$ cat src/rtl/instr_encode_issue.sv
// Encodes symbolic operation requests into 16-bit instruction words and queues them for decode.
// Optional ISSUE_STATS_EN adds saturating issue/reject counters.
module instr_encode_issue #(
    parameter  int DEPTH = 4,
    localparam int PTR_W = $clog2(DEPTH)
) (
    input  logic             clk,
    input  logic             reset,
    input  logic             flush,
    input  logic             req_valid,
    output logic             req_ready,
    input  logic [2:0]       req_kind,
    input  logic [2:0]       req_alu_op,
    input  logic [2:0]       req_rs,
    input  logic [2:0]       req_rt,
    input  logic [2:0]       req_rd,
    input  logic [11:0]      req_imm,
    output logic             instr_valid,
    input  logic             instr_ready,
    output logic [15:0]      instr,
    output logic             err_illegal,
    output logic [PTR_W:0]   fifo_count
`ifdef ISSUE_STATS_EN
    ,
    output logic [15:0]      issue_count,
    output logic [7:0]       reject_count
`endif
);

    typedef struct packed {
        logic [2:0]  kind;
        logic [2:0]  alu_op;
        logic [2:0]  rs;
        logic [2:0]  rt;
        logic [2:0]  rd;
        logic [11:0] imm;
    } req_t;

    localparam logic [PTR_W:0]   CNT_ONE = (PTR_W+1)'(1);
    localparam logic [PTR_W:0]   CNT_MAX = (PTR_W+1)'(DEPTH);
    localparam logic [PTR_W-1:0] PTR_ONE = PTR_W'(1);

    req_t             req;
    logic [15:0]      mem [DEPTH];
    logic [PTR_W-1:0] wr_ptr, rd_ptr;
    logic [PTR_W:0]   count;
    logic             err_q;
    logic             full, empty, push_hs, pop, push, legal, imm_fits;
    logic [15:0]      enc;

    assign req = '{kind: req_kind, alu_op: req_alu_op, rs: req_rs, rt: req_rt,
                   rd: req_rd, imm: req_imm};

    assign full        = (count == CNT_MAX);
    assign empty       = (count == '0);
    assign req_ready   = !full && !reset;
    assign instr_valid = !empty;
    assign instr       = mem[rd_ptr];
    assign err_illegal = err_q;
    assign fifo_count  = count;

    // I-type immediates must be a sign-extended 6-bit value
    assign imm_fits = (&req.imm[11:5]) || !(|req.imm[11:5]);

    always_comb begin
        enc   = '0;
        legal = 1'b1;
        case (req.kind)
            3'd0: begin
                enc   = {4'b0000, req.rs, req.rt, req.rd, req.alu_op};
                legal = (req.alu_op != 3'b111);
            end
            3'd1: begin enc = {4'b0100, req.rs, req.rt, req.imm[5:0]}; legal = imm_fits; end
            3'd2: begin enc = {4'b1011, req.rs, req.rt, req.imm[5:0]}; legal = imm_fits; end
            3'd3: begin enc = {4'b1111, req.rs, req.rt, req.imm[5:0]}; legal = imm_fits; end
            3'd4: begin enc = {4'b1000, req.rs, req.rt, req.imm[5:0]}; legal = imm_fits; end
            3'd5: enc = {4'b0010, req.imm};
            default: legal = 1'b0;
        endcase
    end

    assign push_hs = req_valid && req_ready;
    assign push    = push_hs && legal && !flush;
    assign pop     = instr_valid && instr_ready;

    always_ff @(posedge clk) begin
        if (reset) begin
            wr_ptr <= '0;
            rd_ptr <= '0;
            count  <= '0;
            err_q  <= 1'b0;
        end else begin
            err_q <= push_hs && !legal && !flush;
            if (flush) begin
                wr_ptr <= '0;
                rd_ptr <= '0;
                count  <= '0;
            end else begin
                if (push) wr_ptr <= wr_ptr + PTR_ONE;
                if (pop)  rd_ptr <= rd_ptr + PTR_ONE;
                case ({push, pop})
                    2'b10:   count <= count + CNT_ONE;
                    2'b01:   count <= count - CNT_ONE;
                    default: count <= count;
                endcase
            end
        end
    end

    // Storage is deliberately left uncleared by reset
    always_ff @(posedge clk) begin
        if (push) mem[wr_ptr] <= enc;
    end

`ifdef ISSUE_STATS_EN
    always_ff @(posedge clk) begin
        if (reset) begin
            issue_count  <= '0;
            reject_count <= '0;
        end else begin
            if (pop && issue_count != 16'hFFFF) issue_count <= issue_count + 16'd1;
            if (err_q && reject_count != 8'hFF) reject_count <= reject_count + 8'd1;
        end
    end
`endif

endmodule

$ cat config.mk
export PLATFORM = sky130hd
export DESIGN_NAME = instr_encode_issue
export DESIGN_NICKNAME = d
export VERILOG_FILES = /design/src/rtl/instr_encode_issue.sv
export SDC_FILE = /design/constraint.sdc
export NUM_CORES = 1
export LEC_CHECK = 0
export CORE_MARGIN = 5
export CORE_UTILIZATION = 55
export CTS_CLUSTER_SIZE = 16
export DETAILED_ROUTE_END_ITERATION = 12
export GPL_ROUTABILITY_DRIVEN = 1
export PLACE_DENSITY = 0.82
export RECOVER_POWER = 50
export SYNTH_ARGS = -nofsm -noshare
export SYNTH_HDL_FRONTEND = slang
export SYNTH_SLANG_ARGS = --single-unit
$ cat constraint.sdc
create_clock -name clk -period 6.93 [get_ports clk]
set_input_delay 0.693 -clock clk [delete_from_list [all_inputs] [get_ports clk]]
set_output_delay 0.693 -clock clk [all_outputs]
set_load 0.1 [all_outputs]
# Yosys cells after proc, flatten, opt, wreduce, memory -nomap -nowiden
# Memories as Yosys holds them, arrays and structs flattened. A register that Yosys moved wholly into a read port is not among the register bits.
# Cells that the tools add are included.
[classes]
n_reduce_logical = 21
n_mux = 7
n_addsub = 4
n_eq_ne = 9
[op_table]
columns = ["cell", "count"]
rows = [
  ["$pmux W16 S6", 1],
  ["$eq A3 B3 Y1 const B", 3],
  ["$logic_and A1 B1 Y1", 7],
  ["$reduce_and A7 Y1", 1],
  ["$reduce_or A7 Y1", 1],
  ["$eq A3 B2 Y1 const B", 2],
  ["$logic_not A1 Y1", 6],
  ["$logic_not A3 Y1", 2],
  ["$pmux W3 S2", 1],
  ["$add A2 B1 Y2 const B", 2],
  ["$mux W2", 2],
  ["$reduce_or A4 Y1", 1],
  ["$add A3 B1 Y3 const B", 1],
  ["$eq A3 B1 Y1 const B", 1],
  ["$ne A3 B3 Y1 const B", 1],
  ["$pmux W1 S3", 1],
  ["$sub A3 B1 Y3 const B", 1],
  ["$eq A2 B1 Y1 const B", 1],
  ["$eq A2 B2 Y1 const B", 1],
  ["$mux W1", 2],
  ["$reduce_bool A2 Y1", 1],
  ["$reduce_or A2 Y1", 1],
  ["$logic_or A1 B1 Y1", 1],
]
[word_totals]
n_memories = 1
ramBits = 64
regBits = 8
output_inout_bits = 22
[memory_table]
columns = ["name", "depth", "word_bits", "read_ports", "rd_ports_with_merged_regs", "write_ports", "line_no", "text"]
rows = [
  ["mem", 4, 16, 1, 1, 1, "44", "logic [15:0] mem [DEPTH];"],
]

# Longest topological paths before layout
# Gate-level depths: netlist (run 1).
[depth]
word_depth = 8
ltp_mapped = 13

# Worst setup path before layout (run 1)
# No wires, ideal clock.
[synth_path]
path_kind = "reg2out"
start = "register count[1] (netlist: fifo_count[1])"
end = "output req_ready"
path_stages_with_launch = 3
arrival_time_ns = 2.900
setup_slack_ns = 3.337
required_ns = 6.237
cell_sequence = "dfxtp_1 > inv_1 > a31oi_1"
[synth_via]
elab_chain_cells = 3
[synth_lines]
columns = ["element", "line_no", "text"]
rows = [
  ["from (decl)", "46", "logic [PTR_W:0] count;"],
  ["from (signal assigned)", "102", "2'b10: count <= count + CNT_ONE;"],
  ["from (signal assigned)", "103", "2'b01: count <= count - CNT_ONE;"],
  ["from (signal assigned)", "104", "default: count <= count;"],
  ["$eq A3 B3 Y1", "54", "assign full = (count == CNT_MAX);"],
  ["$logic_not A1 Y1", "56", "assign req_ready = !full && !reset;"],
  ["$logic_and A1 B1 Y1", "56", ""],
  ["to (decl)", "11", "output logic req_ready,"],
]
# No other way between the ends.

# Worst setup path in the final report (run 1)
[layout_path]
start = "input req_kind[2]"
end = "memory mem[0][12] (enable)"
[layout_via]
elab_chain_cells = 7
elab_cells_between_ends = 12
[layout_lines]
columns = ["element", "line_no", "text"]
rows = [
  ["from (decl)", "12", "input logic [2:0] req_kind,"],
  ["$eq A3 B3 Y1 (tied with other cells)", "68", "case (req.kind)"],
  ["$reduce_or A4 Y1 (no line)", "--", ""],
  ["$pmux W1 S3 (*)", "68", ""],
  ["$logic_and A1 B1 Y1 (*) (2 in a row)", "83", "assign push = push_hs && legal && !flush;"],
  ["$mux W1 (*)", "112", "if (push) mem[wr_ptr] <= enc;"],
  ["$mux W1 (not written as such) (*)", "112", ""],
  ["to (decl)", "44", ""],
]
# Mark *: on every way between the ends. The rest lies on a longest branch, timed or not.

==> results of run 1 <==
area by class of cell:
class	count	area share, %
clock buffers	12	3.43
inverters	14	1.34
well taps	72	2.29
clock inverters	4	1.08
repair buffers	54	13.7
multi-input cells	101	24.3
flip-flops and latches	74	53.9
worst paths after layout:
check / endpoint / startpoint / depth (start not counted)
min: fifo_count[1] / fifo_count[1] / 2
max: mem[0][12] / req_kind[2] / 6
max reg2reg: mem[0][12] / fifo_count[0] / 4
min reg2reg: fifo_count[1] / fifo_count[1] / 2
sequential cells by signal (all words and copies together) (netlist names), named ones only:
register and cells:
mem 64, fifo_count 3, rd_ptr 2, wr_ptr 2
err_illegal 1
where the power goes:
group / internal [mW] / switching (mW) / total [mW]
Sequential: 0.488 / 0.000580 / 0.489
Combinational: 0.0289 / 0.0404 / 0.0693
Clock: 0.164 / 0.142 / 0.306
tightest hold or removal path: stages, from the launching register on:
cell and delay [ns]:
dfxtp_1 0.36, a21oi_1 0.08, nor2_1 0.07
cell families after synthesis:
kind of cell	count (synthesis)	share of synthesized area, %
AOI/OAI and AO/OA	36	8.30
xor gates and xnor gates	4	1.10
adders and majority gates	6	2.58
buffers and inverters	24	3.52
DFF	74	66.4
muxes	17	11.7
and+or+nand+nor	38	6.38
cells in the mapped netlist (all sizes together):
cell	instances	area (um^2)
edfxtp	64	1920
mux4	16	360
inv	14	52.6
dfxtp	10	200
nand2	10	37.5
nor2	9	33.8
o21ai	8	40.0
a22oi	6	45.0
a2bb2oi	6	52.6
and2	6	40.0
buf	6	45.0
o22ai	6	37.5
ha	5	62.6
a21oi	4	35.0
clkbuf	4	15.0
xor2	3	26.3
nor2b	2	20.0
or3	2	12.5
a311oi	1	8.76
a31oi	1	6.26
and4	1	8.76
fa	1	20.0
mux2	1	15.0
nand2b	1	6.26
nand3	1	5.00
nand4	1	6.26
nor3	1	5.00
nor3b	1	7.51
nor4	1	6.26
o211ai	1	7.51
o21a	1	15.0
o21ba	1	10.0
o31ai	1	7.51
or2	1	6.26
or3b	1	8.76
xnor2	1	8.76
routing by layer:
| layer | wire length, um | GRT usage (%) |
|---|---|---|
| met1 | 2410 | 23.0 |
| met3 | 331 | 3.14 |
| met4 | 106 | 8.92 |
| met5 | 0 | 0 |
| met2 | 3450 | 32.4 |
==> impl_metrics.csv, run 1 <==
group,metric,value,unit
status,status,"finished clean",
setup_path,end_kind,"flip-flop",
drt,vias,1917,
setup_path,crit_path_start_kind,"primary input",
sta,setup_violations,0,
synth,ys_ff_latch,74,
pwr,power_density,219,mW/mm^2
sta,maxSlewHeadroom,17.6,%
cells_and_area,seqCellArea,0.00212,mm^2
clock_network,cts-root-buf,"clkbuf_8",
sta,worst_pin_slew,1.24,ns
sta,tns,0,ns
sta,clock_skew,0.00531,ns
cells_and_area,num-fill-cells,377,
sta,finalHoldWorstSlack,0.545,ns
setup_path,worstPathArrival,3.52,ns
placed_design,placed_cell_area,0.00376,mm^2
placed_design,port_buffers,53,
pwr,power.total,0.864,mW
global_route,grt_antenna_before_repair,0,
die,dieHeight,86.2,um
clock_network,cts_setup_buffers,0,
placed_design,gp_congestion,0.773,
synth,netlist_area,0.00320,mm^2
pwr,ir_drop,0.176,mV
drt,drt_first_pass_iters,4,
drt,wirelength,6300,um
die,start_util,57.4,%
die,coreArea,0.00557,mm^2
die,die_area,0.00744,mm^2
synth,ys_seq_area_share,66.4,%
setup_path,rrSetupSlack,4.39,ns
global_route,grt_pass1_vias,1974,
global_route,grt_max_degree,20,
setup_path,cp_max_fo,19,
placed_design,dp_hpwl,4370,um
sta,rsz0062_at_grt,"false",
cells_and_area,n_antenna_cell,0,
cells_and_area,nNetsFinal,292,
cells_and_area,syn_to_final_growth,23.1,%
sta,setup_ws,3.35,ns
global_route,grt_pass1_wl,10200,um
min_path,min_path_type,"flip-flop to flip-flop",
clock_network,cts_num_sinks,74,
clock_network,clock_latency,0.34,ns
global_route,overflow,0,
placed_design,dp.cells,315,
synth,synth_cell_types,42,
setup_path,path_cells,"dlygate4sd3_1 > and2_0 > a21oi_2 > nor2_1 > o21a_4 > and2_0",
drt,via_per_inst,5.79,
die,die_x,86.2,um
clock_network,cts-resized-gates,0,
sta,post-route-min-period,3.58,ns
cells_and_area,final_cell_mix,"edfxtp_1, clkdlybuf4s50_1, mux4_2, inv_1",
sta,slew_viol_final,0,
setup_path,criticalPathCategory,"primary input to flip-flop",
synth,syn_inst,199,
drt,drt_iter0_drc,188,
cells_and_area,final_area,0.00394,mm^2
synth,yosysWarnings,0,
cells_and_area,mostFrequentLayoutCell,"edfxtp_1",
placed_design,dp_slack,3.26,ns
synth,syn_avg_cell_area,16.1,um^2
sta,hold_violations,0,
clock_network,clkTransAtPathRegs,0.07,ns
setup_path,crit_top_cell,"and2_0",
sta,clock.fmax,0.280,GHz
drt,ant_nets,0,
drt,wl_per_cell,19.0,um
cells_and_area,final_util,70.6,%
clock_network,htree_levels,3,
die,io_pins,54,
flow_run,maxCapViolCount,0,
setup_path,worstPathRequired,6.88,ns
setup_path,path_buf_inv,1,
clock_network,clockBufferDepth,2,
die,num_rows,27,
global_route,track_usage,18.8,%
drt,post-route-drc-count,0,
sta,period_share,51.6,%
setup_path,cp_top_family,"simple AND/OR/NAND/NOR gates",
cells_and_area,drive_gt1_share,12.7,%
setup_path,max_stage_delay,0.95,ns
setup_path,cp_slowest_cell,"dlygate4sd3_1",
cells_and_area,multiInputGateArea,956,um^2
synth,syn-num-nets,237,
cells_and_area,fin_cells,331,
clock_network,ctsHoldBuffers,0,
clock_network,numCtsBuffers,9,
pwr,power_leakage,1.31,nW
clock_network,cts_tree,"yes",
Power figures use the tool's default switching activity.
==> run 2, diff against run 1 <==
Settings changed: CORE_UTILIZATION 55 to 53, PLACE_DENSITY 0.82 to 0.8.
Clock period 6.93 ns to 3.63 ns, I/O delays scaled along.
==> impl_metrics.csv, run 2 (same netlist as run 1, synthesis figures left out) <==
group,metric,value,unit
setup_path,worstPathArrival,3.39,ns
cells_and_area,largest_register,"mem",
die,die_area,0.00769,mm^2
pwr,power_leakage,1.32,nW
cells_and_area,mostFrequentLayoutCell,"edfxtp_1",
drt,wl_per_cell,18.3,um
cells_and_area,syn_to_final_growth,22.7,%
setup_path,crit_path_start_kind,"primary input",
cells_and_area,multiInputGateArea,955,um^2
cells_and_area,n_antenna_cell,0,
die,dieHeight,87.7,um
clock_network,cts_tree,"yes",
placed_design,dp_slack,0.464,ns
cells_and_area,final_cell_mix,"edfxtp_1, clkdlybuf4s50_1, buf_4, mux4_2, inv_1",
clock_network,clock_latency,0.34,ns
drt,wirelength,6220,um
drt,post-route-drc-count,0,
drt,ant_nets,0,
placed_design,dp_hpwl,4400,um
die,start_util,54.3,%
sta,setup_ws,0.514,ns
sta,maxSlewHeadroom,22.4,%
global_route,grt_pass1_wl,10400,um
clock_network,cts_setup_buffers,0,
die,num_rows,28,
sta,clock.fmax,0.321,GHz
cells_and_area,num-fill-cells,421,
sta,rsz0062_at_grt,"false",
global_route,grt_antenna_before_repair,0,
min_path,min_path_type,"flip-flop to flip-flop",
setup_path,cp_max_fo,14,
setup_path,worstPathRequired,3.90,ns
placed_design,port_buffers,53,
global_route,grt_pass1_vias,2069,
setup_path,criticalPathCategory,"primary input to flip-flop",
min_path,hp-start,"fifo_count[1]",
cells_and_area,nNetsFinal,299,
status,status,"finished clean",
drt,vias,1897,
sta,hold_violations,0,
drt,drt_first_pass_iters,4,
pwr,ir_drop,0.231,mV
global_route,use_met3,4.61,%
clock_network,numCtsBuffers,9,
drt,drt_iter0_drc,111,
setup_path,end_kind,"flip-flop",
setup_path,worstReg2RegStart,"fifo_count[0]",
sta,clock_skew,0.0110,ns
cells_and_area,drive_gt1_share,20.0,%
global_route,track_usage,18.6,%
global_route,overflow,0,
pwr,power_density,422,mW/mm^2
sta,worst_pin_slew,1.17,ns
sta,post-route-min-period,3.12,ns
cells_and_area,largest_reg_flops,64,
die,io_pins,54,
setup_path,crit_start,"req_kind[2]",
clock_network,htree_levels,3,
clock_network,cts-resized-gates,0,
sta,period_share,85.8,%
clock_network,clkTransAtPathRegs,0.08,ns
clock_network,clockBufferDepth,2,
global_route,grt_use_met2,30.2,%
clock_network,cts-root-buf,"clkbuf_8",
pwr,power.total,1.66,mW
sta,tns,0,ns
cells_and_area,seqCellArea,0.00212,mm^2
global_route,grt_busiest_layer,"met2",
sta,finalHoldWorstSlack,0.545,ns
placed_design,gp_congestion,0.814,
drt,via_per_inst,5.58,
global_route,grt_max_degree,18,
die,die_x,87.7,um
clock_network,ctsHoldBuffers,0,
sta,setup_violations,0,
clock_network,cts_num_sinks,74,
global_route,gr-usage-met1,23.4,%
sta,slew_viol_final,0,
die,coreArea,0.00589,mm^2
flow_run,maxCapViolCount,0,
==> run 2: routing by layer <==
layer	up-vias	wire (um)
li1	892	-
met1	933	2530
met2	62	3260
met3	10	332
met4	0	98
met5	-	0
==> run 2: power by group <==
part	total, mW	switching (mW)	internal, mW
Combinational	0.132	0.0781	0.0540
Clock	0.591	0.283	0.308
Sequential	0.933	0.000947	0.932
Total	1.66	0.362	1.29
==> run 2: final timing paths <==
path	endpoint	slack, ns	cells after the start
worst min-delay path	fifo_count[1]	0.54	2
worst min register to register	fifo_count[1]	0.54	2
worst max-delay path	fifo_count[2]	0.51	13
worst max register to register	fifo_count[2]	1.35	10
==> run 2: final cells by class <==
class                           count  share of cell area, %
Clock buffer                        9                   3.16
Tap cell                           75                   2.39
Clock inverter                      6                   1.50
Sequential cell                    74                   54.1
Timing Repair Buffer               61                   13.2
Inverter                           14                   1.34
Multi-Input combinational cell    101                   24.3
==> run 2: worst max-delay path, stage by stage <==
cell and delay, ns:
dlygate4sd3_1 0.64, clkbuf_1 0.47, or3b_1 0.42, nor2b_1 0.18, a21oi_4 0.15, o21a_4 0.17, inv_1 0.05, ha_1 0.19
inv_1 0.07, fa_1 0.17, xor2_1 0.07, or3_1 0.31, a21oi_1 0.13
==> run 2: stage by stage <==
step / std cells / util, % / area, um^2
final: 340 / 66.7 / 3920
after global routing: 340 / 66.7 / 3920
after CTS: 340 / 67.3 / 3960
after detailed placement: 325 / 64.2 / 3780
after global placement: 325 / 64.2 / 3780
after floorplan: 199 / - / 3200
